File: config.mk
export PLATFORM = sky130hd
export DESIGN_NAME = alu_operand_sync_ctrl
export DESIGN_NICKNAME = d
export VERILOG_FILES = /design/src/rtl/alu_operand_sync_ctrl.sv
export SDC_FILE = /design/constraint.sdc
export NUM_CORES = 1
export LEC_CHECK = 0
export CAP_MARGIN = 15
export CELL_PAD_IN_SITES_DETAIL_PLACEMENT = 2
export CELL_PAD_IN_SITES_GLOBAL_PLACEMENT = 2
export CORE_MARGIN = 8
export CORE_UTILIZATION = 34
export CTS_CLUSTER_DIAMETER = 80
export CTS_CLUSTER_SIZE = 40
export DETAILED_ROUTE_END_ITERATION = 10
export DONT_BUFFER_PORTS = 1
export PLACE_DENSITY = 0.86
export SLEW_MARGIN = 20
export SYNTH_ARGS = -nofsm -noshare
export SYNTH_HDL_FRONTEND = slang
export SYNTH_SLANG_ARGS = --single-unit
File: constraint.sdc
create_clock -name clock -period 2.39 [get_ports clock]
set_input_delay 0.239 -clock clock [delete_from_list [all_inputs] [get_ports clock]]
set_output_delay 0.239 -clock clock [all_outputs]
set_load 0.02 [all_outputs]
File: src/rtl/alu_operand_sync_ctrl.sv
// Operand-port sequencer for one ALU: config grant, ready/valid sync, drain.
// Define ALU_SYNC_RR_ARB_EN for round-robin config arbitration.
module alu_operand_sync_ctrl #(
   parameter int NUM_PORTS    = 3,
   parameter int WIDTH_LENGTH = 10
) (
   input  logic                    clock,
   input  logic                    reset,
   input  logic [NUM_PORTS-1:0]    I_Port_En,
   input  logic [NUM_PORTS-1:0]    I_Req_Config,
   input  logic [NUM_PORTS-1:0]    I_Config_End,
   input  logic [NUM_PORTS-1:0]    I_Ready,
   input  logic [NUM_PORTS-1:0]    I_Valid,
   input  logic [NUM_PORTS-1:0]    I_Rls,
   input  logic [WIDTH_LENGTH-1:0] I_Length,
   input  logic                    I_Exec_Done,
   output logic [NUM_PORTS-1:0]    O_Grant_Config,
   output logic                    O_Configured,
   output logic                    O_Fire,
   output logic [NUM_PORTS-1:0]    O_Nack,
   output logic                    O_Busy,
   output logic                    O_Done,
   output logic                    O_Error
);

   typedef enum logic [2:0] {
      IDLE,
      CONFIG,
      WAIT_READY,
      STREAM,
      DRAIN,
      FINISH
   } state_t;

   localparam logic [WIDTH_LENGTH-1:0] ONE = WIDTH_LENGTH'(1);

   state_t                  state;
   logic [WIDTH_LENGTH-1:0] count;
   logic [NUM_PORTS-1:0]    req;
   logic [NUM_PORTS-1:0]    pick;
   logic                    found;
   logic                    en_ready;
   logic                    rls_all;
   logic                    all_valid;
   logic                    cfg_end;

   assign req       = I_Req_Config & I_Port_En;
   assign en_ready  = ((I_Ready & I_Port_En) == I_Port_En);
   assign rls_all   = ((I_Rls & I_Port_En) == I_Port_En);
   assign all_valid = &(I_Valid | ~I_Port_En);
   assign cfg_end   = |(I_Config_End & O_Grant_Config);
   assign O_Busy    = (state != IDLE);

`ifdef ALU_SYNC_RR_ARB_EN
   localparam int PW = $clog2(NUM_PORTS);

   logic [PW-1:0] ptr;
   logic [PW-1:0] pick_idx;

   // Search begins one past the last granted port.
   always_comb begin
      int idx;
      pick     = '0;
      pick_idx = ptr;
      found    = 1'b0;
      idx      = 0;
      for (int k = 1; k <= NUM_PORTS; k++) begin
         idx = int'(ptr) + k;
         if (idx >= NUM_PORTS)
            idx = idx - NUM_PORTS;
         if (!found && req[idx]) begin
            found     = 1'b1;
            pick[idx] = 1'b1;
            pick_idx  = PW'(idx);
         end
      end
   end
`else
   always_comb begin
      pick  = '0;
      found = 1'b0;
      for (int i = 0; i < NUM_PORTS; i++) begin
         if (!found && req[i]) begin
            found   = 1'b1;
            pick[i] = 1'b1;
         end
      end
   end
`endif

   always_comb begin
      O_Fire = 1'b0;
      O_Nack = '0;
      case (state)
         WAIT_READY: begin
            if (!en_ready)
               O_Nack = I_Valid & I_Port_En;
         end
         STREAM: begin
            O_Fire = all_valid;
            O_Nack = I_Valid & I_Port_En
                   & {NUM_PORTS{~all_valid}};
         end
         DRAIN: begin
            O_Nack = I_Valid & I_Port_En;
         end
         default: ;
      endcase
   end

   always_ff @(posedge clock) begin
      if (reset) begin
         state          <= IDLE;
         count          <= '0;
         O_Grant_Config <= '0;
         O_Configured   <= 1'b0;
         O_Done         <= 1'b0;
         O_Error        <= 1'b0;
`ifdef ALU_SYNC_RR_ARB_EN
         ptr            <= '0;
`endif
      end else begin
         O_Done  <= 1'b0;
         O_Error <= 1'b0;
         case (state)
            IDLE: begin
               if (found) begin
                  O_Grant_Config <= pick;
                  state          <= CONFIG;
`ifdef ALU_SYNC_RR_ARB_EN
                  ptr            <= pick_idx;
`endif
               end else if (O_Configured) begin
                  state <= WAIT_READY;
               end
            end
            CONFIG: begin
               if (cfg_end) begin
                  O_Configured   <= 1'b1;
                  O_Grant_Config <= '0;
                  state          <= WAIT_READY;
               end
            end
            WAIT_READY: begin
               // Empty mask aborts; config dropped to avoid re-entry loop.
               if (I_Port_En == '0) begin
                  O_Error      <= 1'b1;
                  O_Configured <= 1'b0;
                  state        <= IDLE;
               end else if (en_ready) begin
                  count <= I_Length;
                  state <= STREAM;
               end
            end
            STREAM: begin
               if (all_valid) begin
                  if (count == '0 || rls_all)
                     state <= DRAIN;
                  else
                     count <= count - ONE;
               end
            end
            DRAIN: begin
               if (I_Exec_Done) begin
                  O_Done <= 1'b1;
                  state  <= FINISH;
               end
            end
            FINISH: begin
               O_Configured <= 1'b0;
               state        <= IDLE;
            end
            default: state <= IDLE;
         endcase
      end
   end

endmodule

==> metrics.md <==
| Metric | Value |
|---|---|
| Post-layout min period | 2150 ps |
| Mean Syn Cell Area | 7.818 um2 |
| CTS tree | built |
| Rel. slew slack | 56.26% |
| Later-pin clock latency in the skew report | 260 ps |
| Total GRT Usage | 14.99% |
| Layout Nets | 204 |
| Die height | 79.07 um |
| Max VDD drop | 0.0004229 V |
| Fin Setup TNS | 0 ps |
| Filler Cells Inserted | 464 |
| Lkg Pwr | 0.5217 nW |
| Setup CP Type | reg -> reg |
| Via count | 1366 |
| Initial DRC Count | 62 |
| Grt total ovfl | 0 |
| Yosys top cell area share | 28.12% |
| Area after DPL | 1406 um2 |
| Worst-path clk slew | 80 ps |
| Post-Place Cells | 217 |
| Root buffer selected by CTS | clkbuf_8 |
| Syn Std Cell Area | 1353 um2 |
| CP top delay family | simple AND/OR/NAND/NOR gates |
| DP Wirelength | 3552 um |
| Synth area leader | dfxtp_1 |
| Period Utilization, post-route | 89.96% |
| Slowest CP cell | or4b_4 |
| RePlAce Congestion | 0.8111 |
| Outcome | complete, no violations |
| Initial core utilization | 34.56% |
| CP Cell Sequence | inv_1 -> ha_1 -> or4b_4 -> nor4_4 -> nor3_1 -> nor2_4 -> o32ai_1 |
| Pin count of the biggest net entering global routing | 30 |
| Max cap viols | 0 |
| Final hold vios | 0 |
| Syn_nets | 205 |
| Num rows | 23 |
| Cells after Synth | 173 |
| Vias in the first global route | 1540 |
| Yosys warns | 0 |
| Via-per-instance ratio | 6.181 |
| Worst Clk Skew | 6.060 ps |
| Type of origin of the critical path | flip-flop |
| Critical path data required time | 2540 ps |
| Initial antenna violation count | 0 |
| Wire length per cell | 20.76 um |
| ANT cells | 0 |
| Ys async rst share | 0% |
| Die ar. | 6252 um2 |
| Synth cell types | 51 |
| Synth-to-layout area growth | 7.863% |
| IO Pins | 42 |
| First-pass GRT wire length | 7521 um |
| Layout cells sized above 1 | 11.11% |
| Seq/Total Area, Yosys | 28.12% |
| Post-synth EDFFs | 0 |
| Data arrival time of the worst path | 2300 ps |
| Synth area leaders | dfxtp_1 28%, nor2_1 5.6%, nand2_1 4.2% |
| Number of post-CTS setup repair buffers | 0 |
| Crit path largest cell delay | 540 ps |
| HP Class | in -> reg |
| First-pass iteration count of the detailed router | 4 |
| Pwr dens | 898.1 nW/um2 |
| Final ANT Viol Nets | 0 |
| Max Buffers Root-to-Sink | 2 |
| Synthesis-stage register bit count | 19 |
| Cts hold-fix bufs | 0 |
| Fin cells | 221 |
| Critical path buffers and inverters | 1 |
| PortBufs | 0 |
| Pins Over Slew Limit | 0 |
| Total Routed Length | 4588 um |
| Critical Path Fanout Max | 9 |
| # DRC | 0 |
| Core area | 3914 um2 |
| CTS Sinks | 19 |
| RSZ-0062 raised after global routing | false |
| Post-synth top flop | dfxtp_1 |
| Tightest Pin Transition | 656.1 ps |
| CP Capture Type | flip-flop |
| Die W | 79.07 um |
| H-tree Lvls | 1 |
| Num CTS Buffers | 3 |
| FMAX | 465.1 MHz |
| # setup viols final | 0 |
| Non-Filler Cell Area, Final | 1459 um2 |
==> metal layers <==
layer	wire length (um)	up-vias	track usage, %	share of wire, %
li1	-	651	-	-
met1	1823	680	15.20	40
met2	2515	29	28.92	55
met3	202	6	4.289	4.4
met4	47	0	3.889	1.0
met5	0	-	0	0
==> placed cells by master (no fill, tap or decap), types with 4 or more instances in the layout <==
master	netlist	final
o21ai_0	6	6
mux2i_1	5	5
nor2_1	20	20
inv_1	8	8
nor4_1	4	4
nand2b_1	9	9
buf_4	0	5
and3_1	4	4
nand2_1	15	15
dfxtp_1	19	19
nor3_1	4	4
o22ai_1	4	4
nand3_1	5	5
a21oi_1	10	10
==> where the power goes <==
part	internal [W]	switching, W
clock network	0.000119	0.000115
logic	0.000250	0.000400
registers	0.000360	0.0000667
==> cell families after synthesis <==
family / Yosys count / synth area share (%)
fa+ha+maj: 1 / 0.9249
compound gates: 48 / 26.09
buf+inv: 19 / 5.643
mux: 5 / 3.700
simple gates: 81 / 35.52
flops: 19 / 28.12
==> registers in the layout, indices dropped and copies added, names as in the netlist <==
register	cells
O_Grant_Config	3
count	10
O_Configured	1
O_Error	1
O_Done	1
state	3
==> worst reg2reg max path, cell delays in order (launching register included) <==
cell	delay (ps)
dfxtp_1	350
inv_1	70
ha_1	220
or4b_4	540
nor4_4	300
nor3_1	150
nor2_4	260
o32ai_1	130
==> cell usage after synthesis, drive strengths merged, types with 4 or more instances <==
cell type	count
nand2	15
and3	4
nand2b	10
nand3	5
dfxtp	19
clkbuf	5
nor3	5
o22ai	4
mux2i	5
inv	8
a21oi	10
nor2	21
o21ai	7
buf	6
nor4	5
==> stage by stage <==
| stage | hold WS, ps | setup slack, ps | util (%) | total power, W |
|---|---|---|---|---|
| floorplan | 404.8 | 509.2 | - | 0.0009286 |
| global placement | 308.7 | 353.8 | 35.93 | 0.001034 |
| detailed placement | 314.8 | 256.3 | 35.93 | 0.001077 |
| CTS | 29.62 | 87.65 | 37.08 | 0.001314 |
| global route | 26.36 | 88.83 | 37.28 | 0.001403 |
| finish | 37.45 | 239.9 | 37.28 | 0.001310 |
==> what timing repair did <==
action / in CTS / in global routing
endpoints found under the setup margin: 0 / 3
endpoints found under the hold margin: 0 / 0
gates resized for setup: 0 / 1
==> layout make-up <==
type,instances,area (um2),area share [%]
well taps,50,62.56,4.288
repair buffers,5,37.54,2.573
inverters,8,30.03,2.058
flip-flops and latches,19,380.4,26.07
multi-input cells,135,903.4,61.92
clock buffers,4,45.04,3.087
==> worst paths after layout <==
| path | slack, ps | cells past startpoint | end | startpoint |
|---|---|---|---|---|
| setup / recovery | 240 | 7 | count[5] | count[0] |
| hold / removal | 40 | 1 | count[1] | reset |
| setup reg to reg | 240 | 7 | count[5] | count[0] |
| hold reg to reg | 510 | 2 | count[7] | count[7] |
(Power assumes the default switching activity.)
